<file path="config.mk">
export PLATFORM = sky130hd
export DESIGN_NAME = mul64_issue_ctrl
export DESIGN_NICKNAME = d
export VERILOG_FILES = /design/src/rtl/mul64_issue_ctrl.sv
export SDC_FILE = /design/constraint.sdc
export NUM_CORES = 1
export LEC_CHECK = 0
export BUFFER_PORTS_ARGS = -buffer_cell sky130_fd_sc_hd__buf_2
export CAP_MARGIN = 20
export CORE_AREA = 2 2 189 117
export DETAILED_ROUTE_END_ITERATION = 16
export DIE_AREA = 0 0 191 119
export MAX_ROUTING_LAYER = met4
export PLACE_DENSITY = 0.74
export REMOVE_ABC_BUFFERS = 1
export SLEW_MARGIN = 20
export SYNTH_ARGS = -nofsm -noshare
export SYNTH_HDL_FRONTEND = slang
export SYNTH_SLANG_ARGS = --single-unit
</file>
<file path="constraint.sdc">
create_clock -name clk -period 2.61 [get_ports clk]
set_clock_uncertainty 0.1 [all_clocks]
set_input_delay 0.261 -clock clk [delete_from_list [all_inputs] [get_ports clk]]
set_output_delay 0.261 -clock clk [all_outputs]
set_load 0.05 [all_outputs]
</file>
<file path="src/rtl/mul64_issue_ctrl.sv">
// Issue controller for the pipelined 64x64 multiplier wrapper: one op in flight,
// ce/a/b held until the valid strobe, product returned over valid/ready with a timeout watchdog.
module mul64_issue_ctrl #(
    parameter int unsigned WIDTH   = 64,
    parameter int unsigned LATENCY = 18,
    parameter int unsigned TIMEOUT = LATENCY + 4
) (
    input  logic             clk,
    input  logic             rst,
    input  logic             req_valid,
    output logic             req_ready,
    input  logic [WIDTH-1:0] req_a,
    input  logic [WIDTH-1:0] req_b,
    output logic             mul_ce,
    output logic [WIDTH-1:0] mul_a,
    output logic [WIDTH-1:0] mul_b,
    input  logic             mul_valid,
    input  logic [WIDTH-1:0] mul_p,
    output logic             resp_valid,
    input  logic             resp_ready,
    output logic [WIDTH-1:0] resp_p,
    output logic             resp_err
);

    localparam int unsigned CNT_W = $clog2(TIMEOUT + 1);

    typedef enum logic [1:0] {
        ST_IDLE = 2'd0,
        ST_BUSY = 2'd1,
        ST_DONE = 2'd2
    } state_t;

    state_t             state, state_nxt;
    logic [CNT_W-1:0]   cnt, cnt_nxt;
    logic               mul_ce_nxt;
    logic [WIDTH-1:0]   mul_a_nxt, mul_b_nxt;
    logic               resp_valid_nxt;
    logic [WIDTH-1:0]   resp_p_nxt;
    logic               resp_err_nxt;

    // Only combinational output; masked during reset so nothing is accepted then.
    assign req_ready = (state == ST_IDLE) & ~rst;

    // State and registered outputs.
    always_ff @(posedge clk) begin
        if (rst) begin
            state      <= ST_IDLE;
            cnt        <= '0;
            mul_ce     <= 1'b0;
            mul_a      <= '0;
            mul_b      <= '0;
            resp_valid <= 1'b0;
            resp_p     <= '0;
            resp_err   <= 1'b0;
        end else begin
            state      <= state_nxt;
            cnt        <= cnt_nxt;
            mul_ce     <= mul_ce_nxt;
            mul_a      <= mul_a_nxt;
            mul_b      <= mul_b_nxt;
            resp_valid <= resp_valid_nxt;
            resp_p     <= resp_p_nxt;
            resp_err   <= resp_err_nxt;
        end
    end

    // Next-state and output logic; mul_valid/mul_p are only looked at in BUSY.
    always_comb begin
        state_nxt      = state;
        cnt_nxt        = cnt;
        mul_ce_nxt     = mul_ce;
        mul_a_nxt      = mul_a;
        mul_b_nxt      = mul_b;
        resp_valid_nxt = resp_valid;
        resp_p_nxt     = resp_p;
        resp_err_nxt   = resp_err;

        unique case (state)
            ST_IDLE: begin
                if (req_valid && req_ready) begin
                    mul_a_nxt  = req_a;
                    mul_b_nxt  = req_b;
                    mul_ce_nxt = 1'b1;
                    cnt_nxt    = '0;
                    state_nxt  = ST_BUSY;
                end
            end
            ST_BUSY: begin
                cnt_nxt = cnt + CNT_W'(1);
                // A real strobe takes priority over a coincident timeout.
                if (mul_valid) begin
                    resp_p_nxt     = mul_p;
                    resp_err_nxt   = 1'b0;
                    resp_valid_nxt = 1'b1;
                    mul_ce_nxt     = 1'b0;
                    state_nxt      = ST_DONE;
                end else if (cnt == CNT_W'(TIMEOUT - 1)) begin
                    resp_p_nxt     = '0;
                    resp_err_nxt   = 1'b1;
                    resp_valid_nxt = 1'b1;
                    mul_ce_nxt     = 1'b0;
                    state_nxt      = ST_DONE;
                end
            end
            ST_DONE: begin
                if (resp_ready) begin
                    resp_valid_nxt = 1'b0;
                    state_nxt      = ST_IDLE;
                end
            end
            default: begin
                state_nxt = ST_IDLE;
            end
        endcase
    end

endmodule

</file>
; ---- After elaboration in Yosys (flattened, before gate mapping)
; Cells that the tools add are included.
; W data, S select, Z words.
[op_classes]
addsub = 1
n_eq_ne = 6
n_mux = 18
bitwise_logic = 2
reduce_logical = 11
[op_table]
columns = op, n
row1 = $mux W64, 2
row2 = $pmux W5 S2, 1
row3 = $reduce_and A3 Y1, 3
row4 = $mux W2, 4
row5 = $mux W1, 7
row6 = $pmux W2 S3, 1
row7 = $reduce_and A2 Y1, 3
row8 = $reduce_bool A2 Y1, 3
row9 = $add A5 B1 Y5 const B, 1
row10 = $eq A5 B5 Y1 const B, 1
row11 = $mux W5, 1
row12 = $pmux W1 S2, 2
row13 = $ne A3 B3 Y1 const B, 1
row14 = $eq A2 B1 Y1 const B, 1
row15 = $eq A2 B2 Y1 const B, 1
row16 = $logic_not A2 Y1, 1
row17 = $ne A2 B1 Y1 const B, 1
row18 = $ne A2 B2 Y1 const B, 1
row19 = $and A1 B1 Y1, 1
row20 = $logic_and A1 B1 Y1, 1
row21 = $not A1 Y1, 1
[totals]
ff_bits = 202
input_bits = 197
output_inout_bits = 196
word_cells = 46

; ---- Logic depth before layout (Yosys ltp)
; Gate-level depths: netlist of run 1.
[logic_depth]
word_depth = 5
mapped_depth = 7

; ---- Worst setup path before layout of run 1
; Ideal clock, no wire load.
[synth_path]
path_kind = input port to flip-flop
start = input rst
end = register state[0]
arrival_time_ns = 2.079
t_required_ns = 2.409
setup_slack_ns = 0.330
cell_stages = 6
n_path_buf = 3
path_cell_list = buf_2 buf_2 buf_1 nor3_1 nand2_1 o41ai_1
[synth_between]
elab_chain_cells = 5
[synth_lines]
columns = item, line
row1 = from (decl), 9  ; input logic rst,
row2 = $not A1 Y1, 42  ; assign req_ready = (state == ST_IDLE) & ~rst;
row3 = $and A1 B1 Y1, 42
row4 = net req_ready, 11  ; output logic req_ready,
row5 = $logic_and A1 B1 Y1, 80  ; if (req_valid && req_ready) begin
row6 = $ne A2 B1 Y1 (no source line), --
row7 = $reduce_and A3 Y1 (no source line), --
row8 = to (signal assigned), 56  ; state <= state_nxt;
row9 = to (decl), 33  ; state_t state, state_nxt;
; The timed path passes the listed nets, and every way through them passes these cells.
; A chain may end at the register's enable or synchronous reset.

; ---- Final worst setup path of run 1
[layout_path]
start = register state[1]
end = output req_ready
[layout_between]
elab_chain_cells = 2
[layout_lines]
columns = item, line
row1 = $logic_not A2 Y1, 42
row2 = $and A1 B1 Y1, 42
row3 = to (decl), 11
; Every way passes these cells.

==> flow_summary.yaml, run 1 <==
synth:
  synth_seq_cells: 202
  syn-instance-count: 752
  yosysWarnings: 0
  syn_area_um2: 7250
  syn-mean-instance-area_um2: 9.64
  ys_types: 35
  synth.yosys.seq_area_share: 0.558
sta:
  hold_violations: 0
  worst_slack_ps: 586
  fin_crit_ps: 2020
  worst_pin_slew_ps: 572
  rsz0062_at_grt: "no"
  maxSlewViolCount: 0
  fmax_mhz: 494
  period_share: 0.776
  finalSetupTns_ps: 0
  slew_headroom: 0.619
  setup_violations: 0
drt:
  wirelength_mm: 24.6
  drcViolationCount: 0
  drt_iter0_drc: 370
  ant_nets: 0
  firstDrtPassIters: 7
  vias: 7479
  wire_per_inst_um: 15.3
  viasPerCell: 4.66
cells_and_area:
  final_cell_mix: "buf_2 (391), dfxtp_1 (202), dlygate4sd3_1 (194), nand2_1 (133), nand2b_1 (129)"
  drive_gt1_frac: 0.328
  final_common_cell: "buf_2"
  utilization: 0.557
  nNetsFinal: 1506
  stdcell_area_um2: 11800
  syn_to_final_growth_pct: 63.5
worst_setup_path:
  path_buf_inv: 1
  critPathMaxFanout: 10
  cp-end-kind: "primary output"
  start_kind: "flip-flop"
  max_stage_delay_ps: 420
  rr_worst_depth: 3
  critical_path_class: "reg2out"
  crit_arrival_ps: 1660
  cp_cell_sequence: "nor3_1 -> buf_2"
  regToRegSetupSlack_ps: 660
  worstReg2RegEnd: "mul_a[21]"
  crit_required_ps: 2250
  regToRegStartpoint: "state[1]"
  cp_slowest_cell: "dfxtp_1"
  crit_family: "flip-flops"
power:
  seqPwrFrac: 0.431
  intPower_mw: 5.50
  power.total_mw: 7.94
  p_comb_frac: 0.219
  swShare: 0.307
  p_sw_mw: 2.43
  p_leak_nw: 5.47
  peakVddDrop_v: 0.000463
  clkPwrFrac: 0.351
  p_per_area_nw_per_um2: 670
place:
  gp_congestion: 0.818
  place_area_um2: 9280
  io_buffers: 392
  dp_hpwl_mm: 14.5
  dpl_worst_slack_ps: 630
min_path:
  hold_start: "req_valid"
  min-delay-path-class: "in2reg"
  hold_end: "state[1]"
  hold_depth: 3
clocking:
  numCtsBuffers: 20
  clk_pin_slew_ps: 60
  clock_path_buffers: 3
  postCtsSetupBuffers: 0
  htree_levels: 1
  cts-root-buf: "clkbuf_16"
  tritoncts: "built"
  clock_sinks: 202
  insertion_delay_ps: 480
die:
  start_util: 0.340
  fp-row-count: 42
  core_area_um2: 21300
  die_w_um: 191
  dieHeight_um: 119
  die_area_um2: 22700
  io_pins: 393
global_route:
  antenna_found_initial: 1
  grt_max_degree: 148
  grt_usage: 0.209
  grt_pass1_vias: 7480
  grt_overflow: 0
  grt_pass1_wl_mm: 37.5
flow_run:
  maxCapViolations: 0
run_status:
  status: "finished clean"
[sequential cells by signal (all words and copies together) (netlist names)]
signal / count
resp_valid: 1
state: 2
cnt: 5
resp_p: 64
resp_err: 1
mul_ce: 1
mul_a: 64
mul_b: 64
[per-stage QoR]
step | std cells | hold slack, ps
CTS | 1603 | 36.8
global placement | 1377 | 343
detailed placement | 1377 | 348
global route | 1604 | 73.2
finish | 1604 | 63.9
floorplan | 692 | 230
[cells in the mapped netlist (all sizes together)]
library cell  instances  area, µm²
a211oi                2       20.0
a21oi                 3       15.0
a22o                 64        561
a22oi                 1       7.51
a2bb2oi               1       8.76
and2b                 1       7.51
and3b                 1       8.76
and4b                 1       10.0
buf                  34        309
clkbuf               26        105
dfxtp               202       4040
ha                    2       25.0
inv                   1       3.75
mux2                  2       22.5
mux2i                 1       10.0
nand2               133        499
nand2b              129        807
nand3b                1       7.51
nand4                 2       12.5
nor2                  5       18.8
nor3                  3       15.0
nor3b                 3       22.5
nor4b                 1       23.8
o21a                  1       7.51
o21ai               128        641
o21bai                2       15.0
o32a                  1       10.0
o41ai                 1       8.76
[tightest hold or removal path, cell delays in order]
cell and delay (ps):
buf_2 130, nor3_1 140, a211oi_1 70
[final cells by class]
cell class / count / area, µm²
antenna: 1 / 2.50
clock inverter: 5 / 53.8
timing repair buffer: 593 / 4020
inverter: 1 / 3.75
multi-input combinational: 489 / 2800
clock buffer: 27 / 568
tap: 286 / 358
sequential: 202 / 4040
fill: 1780 / 9440
[logic make-up after synthesis]
logic type	share of synthesized area
AND/OR/NAND/NOR	0.198
adder cells (fa/ha/maj)	0.00345
flip-flops	0.558
AO/OA/AOI/OAI	0.179
multiplexers	0.00449
buffers and inverters	0.0577
[power groups by stage]
| stage | clock [mW] | combinational [mW] | sequential, mW |
|---|---|---|---|
| finish | 2.78 | 1.73 | 3.42 |
| floorplan | 0 | 0.297 | 4.18 |
| global route | 2.96 | 1.83 | 3.44 |
| detailed placement | 0 | 1.48 | 3.47 |
| global placement | 0 | 1.47 | 3.46 |
| CTS | 2.85 | 1.71 | 3.41 |
[per-layer routing]
metal  global-route usage  wire length (µm)  vias to the layer above
met3               0.0439              1650                       75
met2                0.348             11800                      299
met5                    -                 0                        -
met1                0.249             10200                     3469
li1                     -                 -                     3636
met4               0.0799               948                        0
[worst max-delay path by stage]
stage | startpoint | to | slack, ps | cells past startpoint
after detailed placement | rst | mul_a[21] | 630 | 4
final | state[1] | req_ready | 590 | 2
after global placement | rst | mul_a[4] | 730 | 4
after CTS | state[0] | req_ready | 600 | 2
after global routing | state[0] | req_ready | 500 | 2
after floorplan | state[0] | mul_a[0] | -3970 | 2
[what timing repair did]
item,CTS,global route
hold buffers,194,0
gates resized for setup,0,0
hold endpoints to repair,193,0
Note: power is estimated with default switching activity, not from simulation.
==> inputs of run 2 (changes only) <==
--- a/config.mk
+++ b/config.mk
@@ -5,13 +5,14 @@
 export SDC_FILE = /design/constraint.sdc
 export NUM_CORES = 1
 export LEC_CHECK = 0
+export ABC_AREA = 1
 export BUFFER_PORTS_ARGS = -buffer_cell sky130_fd_sc_hd__buf_2
 export CAP_MARGIN = 20
-export CORE_AREA = 2 2 189 117
+export CORE_AREA = 2 2 191 118
 export DETAILED_ROUTE_END_ITERATION = 16
-export DIE_AREA = 0 0 191 119
+export DIE_AREA = 0 0 193 120
 export MAX_ROUTING_LAYER = met4
-export PLACE_DENSITY = 0.74
+export PLACE_DENSITY = 0.76
 export REMOVE_ABC_BUFFERS = 1
 export SLEW_MARGIN = 20
 export SYNTH_ARGS = -nofsm -noshare
==> constraint.sdc (replaced) <==
create_clock -name clk -period 1.6 [get_ports clk]
set_clock_uncertainty 0.1 [all_clocks]
set_input_delay 0.16 -clock clk [delete_from_list [all_inputs] [get_ports clk]]
set_output_delay 0.16 -clock clk [all_outputs]
set_load 0.05 [all_outputs]
==> flow_summary.yaml, run 2 <==
run_status:
  status: "finished, violations left"
  failed_checks: "hold timing"
worst_setup_path:
  cp-end-kind: "primary output"
  worstReg2RegEnd: "mul_b[44]"
  critical_path_class: "reg2out"
  cp-startpoint: "state[0]"
  crit_family: "flip-flops"
  regToRegSetupSlack_ps: 60
  regToRegStartpoint: "state[0]"
  cpMostUsedCell: "buf_12"
  crit_arrival_ps: 1330
  crit_cells: 3
  cp_slowest_cell: "dfxtp_4"
  crit_required_ps: 1340
  critPathMaxFanout: 2
  path_buf_inv: 2
  start_kind: "flip-flop"
  cp_cell_sequence: "nor3_4 -> buf_12 -> buf_12"
  max_stage_delay_ps: 350
  cp-endpoint: "req_ready"
  rr_worst_depth: 6
drt:
  ant_nets: 0
  wire_per_inst_um: 16.3
  drcViolationCount: 0
  firstDrtPassIters: 7
  drt_iter0_drc: 590
  wirelength_mm: 28.9
  vias: 8975
  viasPerCell: 5.06
synth:
  synth_common_cells: "nand2_1 (270), nand3_1 (266), dfxtp_1 (202)"
  yosysWarnings: 0
  synth.yosys.seq_area_share: 0.548
  synth_seq_cells: 202
  synth_edf_count: 0
  synth.area.mux_share: 0
  ys_types: 21
  yosysTopAreaCell: "dfxtp_1"
  synth_top_family_by_area: "simple AND/OR/NAND/NOR gates"
  synthXorXnorAreaFrac: 0
  synth.most_common_cell: "nand2_1"
  synth_top_area_share: 0.548
  synth_area_leaders: "dfxtp_1 (55%), nand3_1 (18%), nand2_1 (14%)"
  syn-mean-instance-area_um2: 8.00
  synth_compound_area_frac: 0.00542
  ys.flop_type: "dfxtp_1"
  syn_area_um2: 7380
  yosys.area_share.adder: 0.00339
  async_flop_share: 0
  synth-simple-area-share: 0.387
  syn-instance-count: 923
clocking:
  insertion_delay_ps: 490
  tritoncts: "built"
  cts-root-buf: "clkbuf_16"
  clock_sinks: 202
  clk_pin_slew_ps: 60
  clock_path_buffers: 3
  htree_levels: 1
  cts_hold_buffers: 195
  numCtsBuffers: 20
cells_and_area:
  final_cell_mix: "buf_2 (390), nand2_1 (270), nand3_1 (266), dfxtp_1 (200), dlygate4sd3_1 (195)"
  drive_gt1_frac: 0.310
  final_common_cell: "buf_2"
  syn_to_final_growth_pct: 68.0
  biggestRegsByFlops: "mul_a x64, mul_b x64, resp_p x64"
  nNetsFinal: 1672
  final_cells: 1774
  stdcell_area_um2: 12400
place:
  gp_congestion: 0.826
  dpl.cell_count: 1537
  dp_hpwl_mm: 16.4
  io_buffers: 392
  dpl_worst_slack_ps: 125
  place_area_um2: 9670
global_route:
  grt_max_degree: 94
  grt_usage: 0.237
  grt_pass1_vias: 8735
  grt_overflow: 0
  grt_pass1_wl_mm: 43.5
  antenna_found_initial: 1
die:
  start_util: 0.343
  io_pins: 393
  die_area_um2: 23200
  core_area_um2: 21500
  die_w_um: 193
  dieHeight_um: 120
  fp-row-count: 42
sta:
  setup_violations: 0
  hold_violations: 2
  worst_pin_slew_ps: 438
  fin_crit_ps: 1590
  rsz0062_at_grt: "yes"
  maxSlewViolCount: 0
  fmax_mhz: 629
  finalSetupTns_ps: 0
  worst_slack_ps: 9.01
  holdWs_ps: -93.0
  period_share: 0.994
  slew_headroom: 0.708
power:
  p_leak_nw: 6.55
  p_per_area_nw_per_um2: 1090
  peakVddDrop_v: 0.000779
flow_run:
  maxCapViolations: 0
min_path:
  min-delay-path-class: "in2reg"
  hold_start: "rst"
run 2: worst reg2reg max path: cells and delay by family, from the launching register on:
kind / cells / cell delay [ps]
buffers and inverters: 3 / 640
and+or+nand+nor: 3 / 390
DFF: 1 / 350
run 2: timing repair:
item	4_1_cts	5_1_grt
pin swaps	1	0
endpoints found under the hold margin	197	2
endpoints found under the setup margin	1	49
cloned	0	2
buffers inserted	3	0
gates resized for setup	7	0
run 2: cells by family after synthesis:
logic type                 count (synthesis)
buffers and inverters                     95
and+or+nand+nor                          616
adders and majority gates                  2
AOI/OAI and AO/OA                          8
DFF                                      202
run 2: per-stage QoR:
stage | total power, mW | utilization
5_1_grt | 14.0 | 0.576
2_1_floorplan | 7.35 | -
3_3_place_gp | 8.25 | 0.449
3_5_place_dp | 8.28 | 0.449
6_report | 13.6 | 0.576
4_1_cts | 13.5 | 0.573
run 2: area by class of cell:
type                            count  area, µm²
Fill cell                        1771       9140
Multi-Input combinational cell    626       2930
Inverter                           11       46.3
Sequential cell                   202       4050
Tap cell                          286        358
Antenna cell                        1       2.50
Clock buffer                       31        623
Clock inverter                      5       61.3
Timing Repair Buffer              612       4330
run 2: routing by layer:
| layer | global-route usage | vias to the layer above | share of wire |
|---|---|---|---|
| li1 | - | 4223 | - |
| met1 | 0.277 | 4148 | 0.40 |
| met2 | 0.400 | 508 | 0.48 |
| met3 | 0.0494 | 96 | 0.087 |
| met4 | 0.0885 | 0 | 0.036 |
| met5 | - | - | 0 |
run 2: power breakdown:
part | leakage [nW] | total (mW) | switching, mW | internal [mW]
combinational | 4.56 | 3.10 | 2.09 | 1.01
clock | 0.338 | 4.90 | 2.03 | 2.86
sequential | 1.66 | 5.57 | 0.192 | 5.37
run 2: how the worst min path moves through the flow:
stage	slack [ps]	end	cells after the start
after floorplan	130	cnt[1]	1
after detailed placement	260	resp_p[21]	3
after global placement	250	resp_p[1]	3
final	-90	cnt[2]	2
after CTS	-120	cnt[2]	2
after global routing	-100	cnt[2]	2
==> inputs of run 3 (changes only) <==
--- a/config.mk
+++ b/config.mk
@@ -5,15 +5,15 @@
 export SDC_FILE = /design/constraint.sdc
 export NUM_CORES = 1
 export LEC_CHECK = 0
-export ABC_AREA = 1
 export BUFFER_PORTS_ARGS = -buffer_cell sky130_fd_sc_hd__buf_2
 export CAP_MARGIN = 20
-export CORE_AREA = 2 2 191 118
+export CORE_AREA = 2 2 182 112
 export DETAILED_ROUTE_END_ITERATION = 16
-export DIE_AREA = 0 0 193 120
+export DIE_AREA = 0 0 184 114
 export MAX_ROUTING_LAYER = met4
-export PLACE_DENSITY = 0.76
+export PLACE_DENSITY = 0.81
 export REMOVE_ABC_BUFFERS = 1
+export SKIP_CTS_REPAIR_TIMING = 1
 export SLEW_MARGIN = 20
 export SYNTH_ARGS = -nofsm -noshare
 export SYNTH_HDL_FRONTEND = slang
==> flow_summary.yaml, run 3 (synthesized netlist as in run 1, its figures left out) <==
run_status:
  failed_checks: "setup timing"
  status: "finished, violations left"
place:
  io_buffers: 392
  gp_congestion: 0.789
  dpl_worst_slack_ps: -101
  dp_hpwl_mm: 14.9
  place_area_um2: 9420
  dpl.cell_count: 1366
clocking:
  htree_levels: 1
  clk_pin_slew_ps: 70
  cts-root-buf: "clkbuf_16"
  numCtsBuffers: 19
  tritoncts: "built"
  clock_sinks: 202
  insertion_delay_ps: 480
  clock_path_buffers: 3
worst_setup_path:
  worstReg2RegEnd: "resp_p[61]"
  crit_cells: 6
  cp_cell_sequence: "buf_4 -> and2b_1 -> a211oi_4 -> buf_6 -> buf_6 -> a22o_1"
  crit_required_ps: 1920
  cp_slowest_cell: "dfxtp_4"
  crit_arrival_ps: 2040
  regToRegStartpoint: "state[0]"
  critical_path_class: "reg2reg"
  cpMostUsedCell: "buf_6"
  start_kind: "flip-flop"
  path_buf_inv: 3
  cp-end-kind: "flip-flop"
  crit_family: "buffers and inverters"
  rr_worst_depth: 6
  regToRegSetupSlack_ps: -120
  critPathMaxFanout: 11
  max_stage_delay_ps: 380
power:
  intPower_mw: 9.12
  p_leak_nw: 5.68
  p_sw_mw: 4.08
  peakVddDrop_v: 0.000690
  p_comb_frac: 0.229
  seqPwrFrac: 0.422
  swShare: 0.309
  p_per_area_nw_per_um2: 1080
  power.total_mw: 13.2
  clkPwrFrac: 0.348
drt:
  ant_nets: 0
  vias: 7878
  wire_per_inst_um: 17.2
  viasPerCell: 4.92
  dr_wl_met2_mm: 13.5
  wirelength_mm: 27.6
  drcViolationCount: 0
  top_layer_used: "met4"
  wl_met3_mm: 2.15
  routedLengthMet1_mm: 11.2
  firstDrtPassIters: 5
  drt_iter0_drc: 626
sta:
  worst_slack_ps: -116
  setup_violations: 66
  period_share: 1.07
  rsz0062_at_grt: "yes"
  finalSetupTns_ps: -4390
  hold_violations: 0
  maxSlewViolCount: 0
  worst_pin_slew_ps: 626
  fin_crit_ps: 1720
  fmax_mhz: 583
  slew_headroom: 0.583
global_route:
  antenna_found_initial: 0
  grt_usage: 0.182
  grt_max_degree: 78
  grt_overflow: 0
  grt_pass1_wl_mm: 30.0
  grt_pass1_vias: 5893
min_path:
  min-delay-path-class: "in2reg"
  hold_end: "mul_b[50]"
  hold_start: "req_b[50]"
  hold_depth: 4
cells_and_area:
  biggestRegsByFlops: "mul_a x64, mul_b x64, resp_p x64"
  final_cells: 1601
  final_common_cell: "buf_2"
  nNetsFinal: 1538
  stdcell_area_um2: 12200
  syn_to_final_growth_pct: 68.6
  n_antenna_cell: 0
  final_cell_mix: "buf_2 (390), dfxtp_1 (199), dlygate4sd3_1 (196), nand2_1 (133), nand2b_1 (129)"
  fill_cells: 1446
  drive_gt1_frac: 0.348
die:
  dieHeight_um: 114
  fp-row-count: 40
  io_pins: 393
  die_area_um2: 21000
  core_area_um2: 19500
  die_w_um: 184
  start_util: 0.371
flow_run:
  maxCapViolations: 0
run 3: cell count changes in the layout (fill, tap and decap cells not counted), moves of 13 or more:
cell      before  now
a22o_1         0   64
buf_4         10   23
nand2_1      270  133
nand2b_1       0  129
nand3_1      266    0
nand4_1       64    2
o21ai_0        1   92
o21ai_1        0   36
run 3: power groups by stage:
stage	logic [mW]	registers, mW	clock network, mW
final	3.03	5.58	4.60
after global placement	2.44	5.65	0
after detailed placement	2.48	5.66	0
after floorplan	0.485	6.82	0
after global routing	3.16	5.60	4.89
after CTS	2.48	5.56	4.64
run 3: tightest hold or removal path, delay by kind of cell:
kind                   cells  cell delay [ps]
AO/OA/AOI/OAI              1               50
buffers and inverters      2              600
AND/OR/NAND/NOR            1               40
run 3: layout make-up:
class,count,area [µm²],share of cell area
clock buffer,26,542,0.0444
timing repair buffer,626,4400,0.360
clock inverter,5,77.6,0.00635
inverter,1,3.75,0.000307
sequential,202,4050,0.332
multi-input combinational,489,2820,0.231
tap,252,315,0.0258
run 3: worst max path at each step:
stage	from	endpoint	slack (ps)
after floorplan	state[0]	mul_a[0]	-4980
final	state[0]	resp_p[61]	-120
after global placement	cnt[1]	resp_p[53]	-60
after CTS	state[0]	req_ready	-330
after detailed placement	cnt[1]	resp_p[60]	-100
after global routing	cnt[1]	resp_p[61]	-150
run 3: metal layers:
metal	global-route usage	up-vias
met3	0.0444	72
met2	0.275	396
met1	0.250	3707
met4	0.0341	0
met5	-	-
li1	-	3703
run 3: metrics by stage:
step	hold WS, ps	util
after detailed placement	259	0.483
after floorplan	129	-
after global placement	252	0.483
after CTS	-243	0.515
after global routing	302	0.626
final	312	0.626
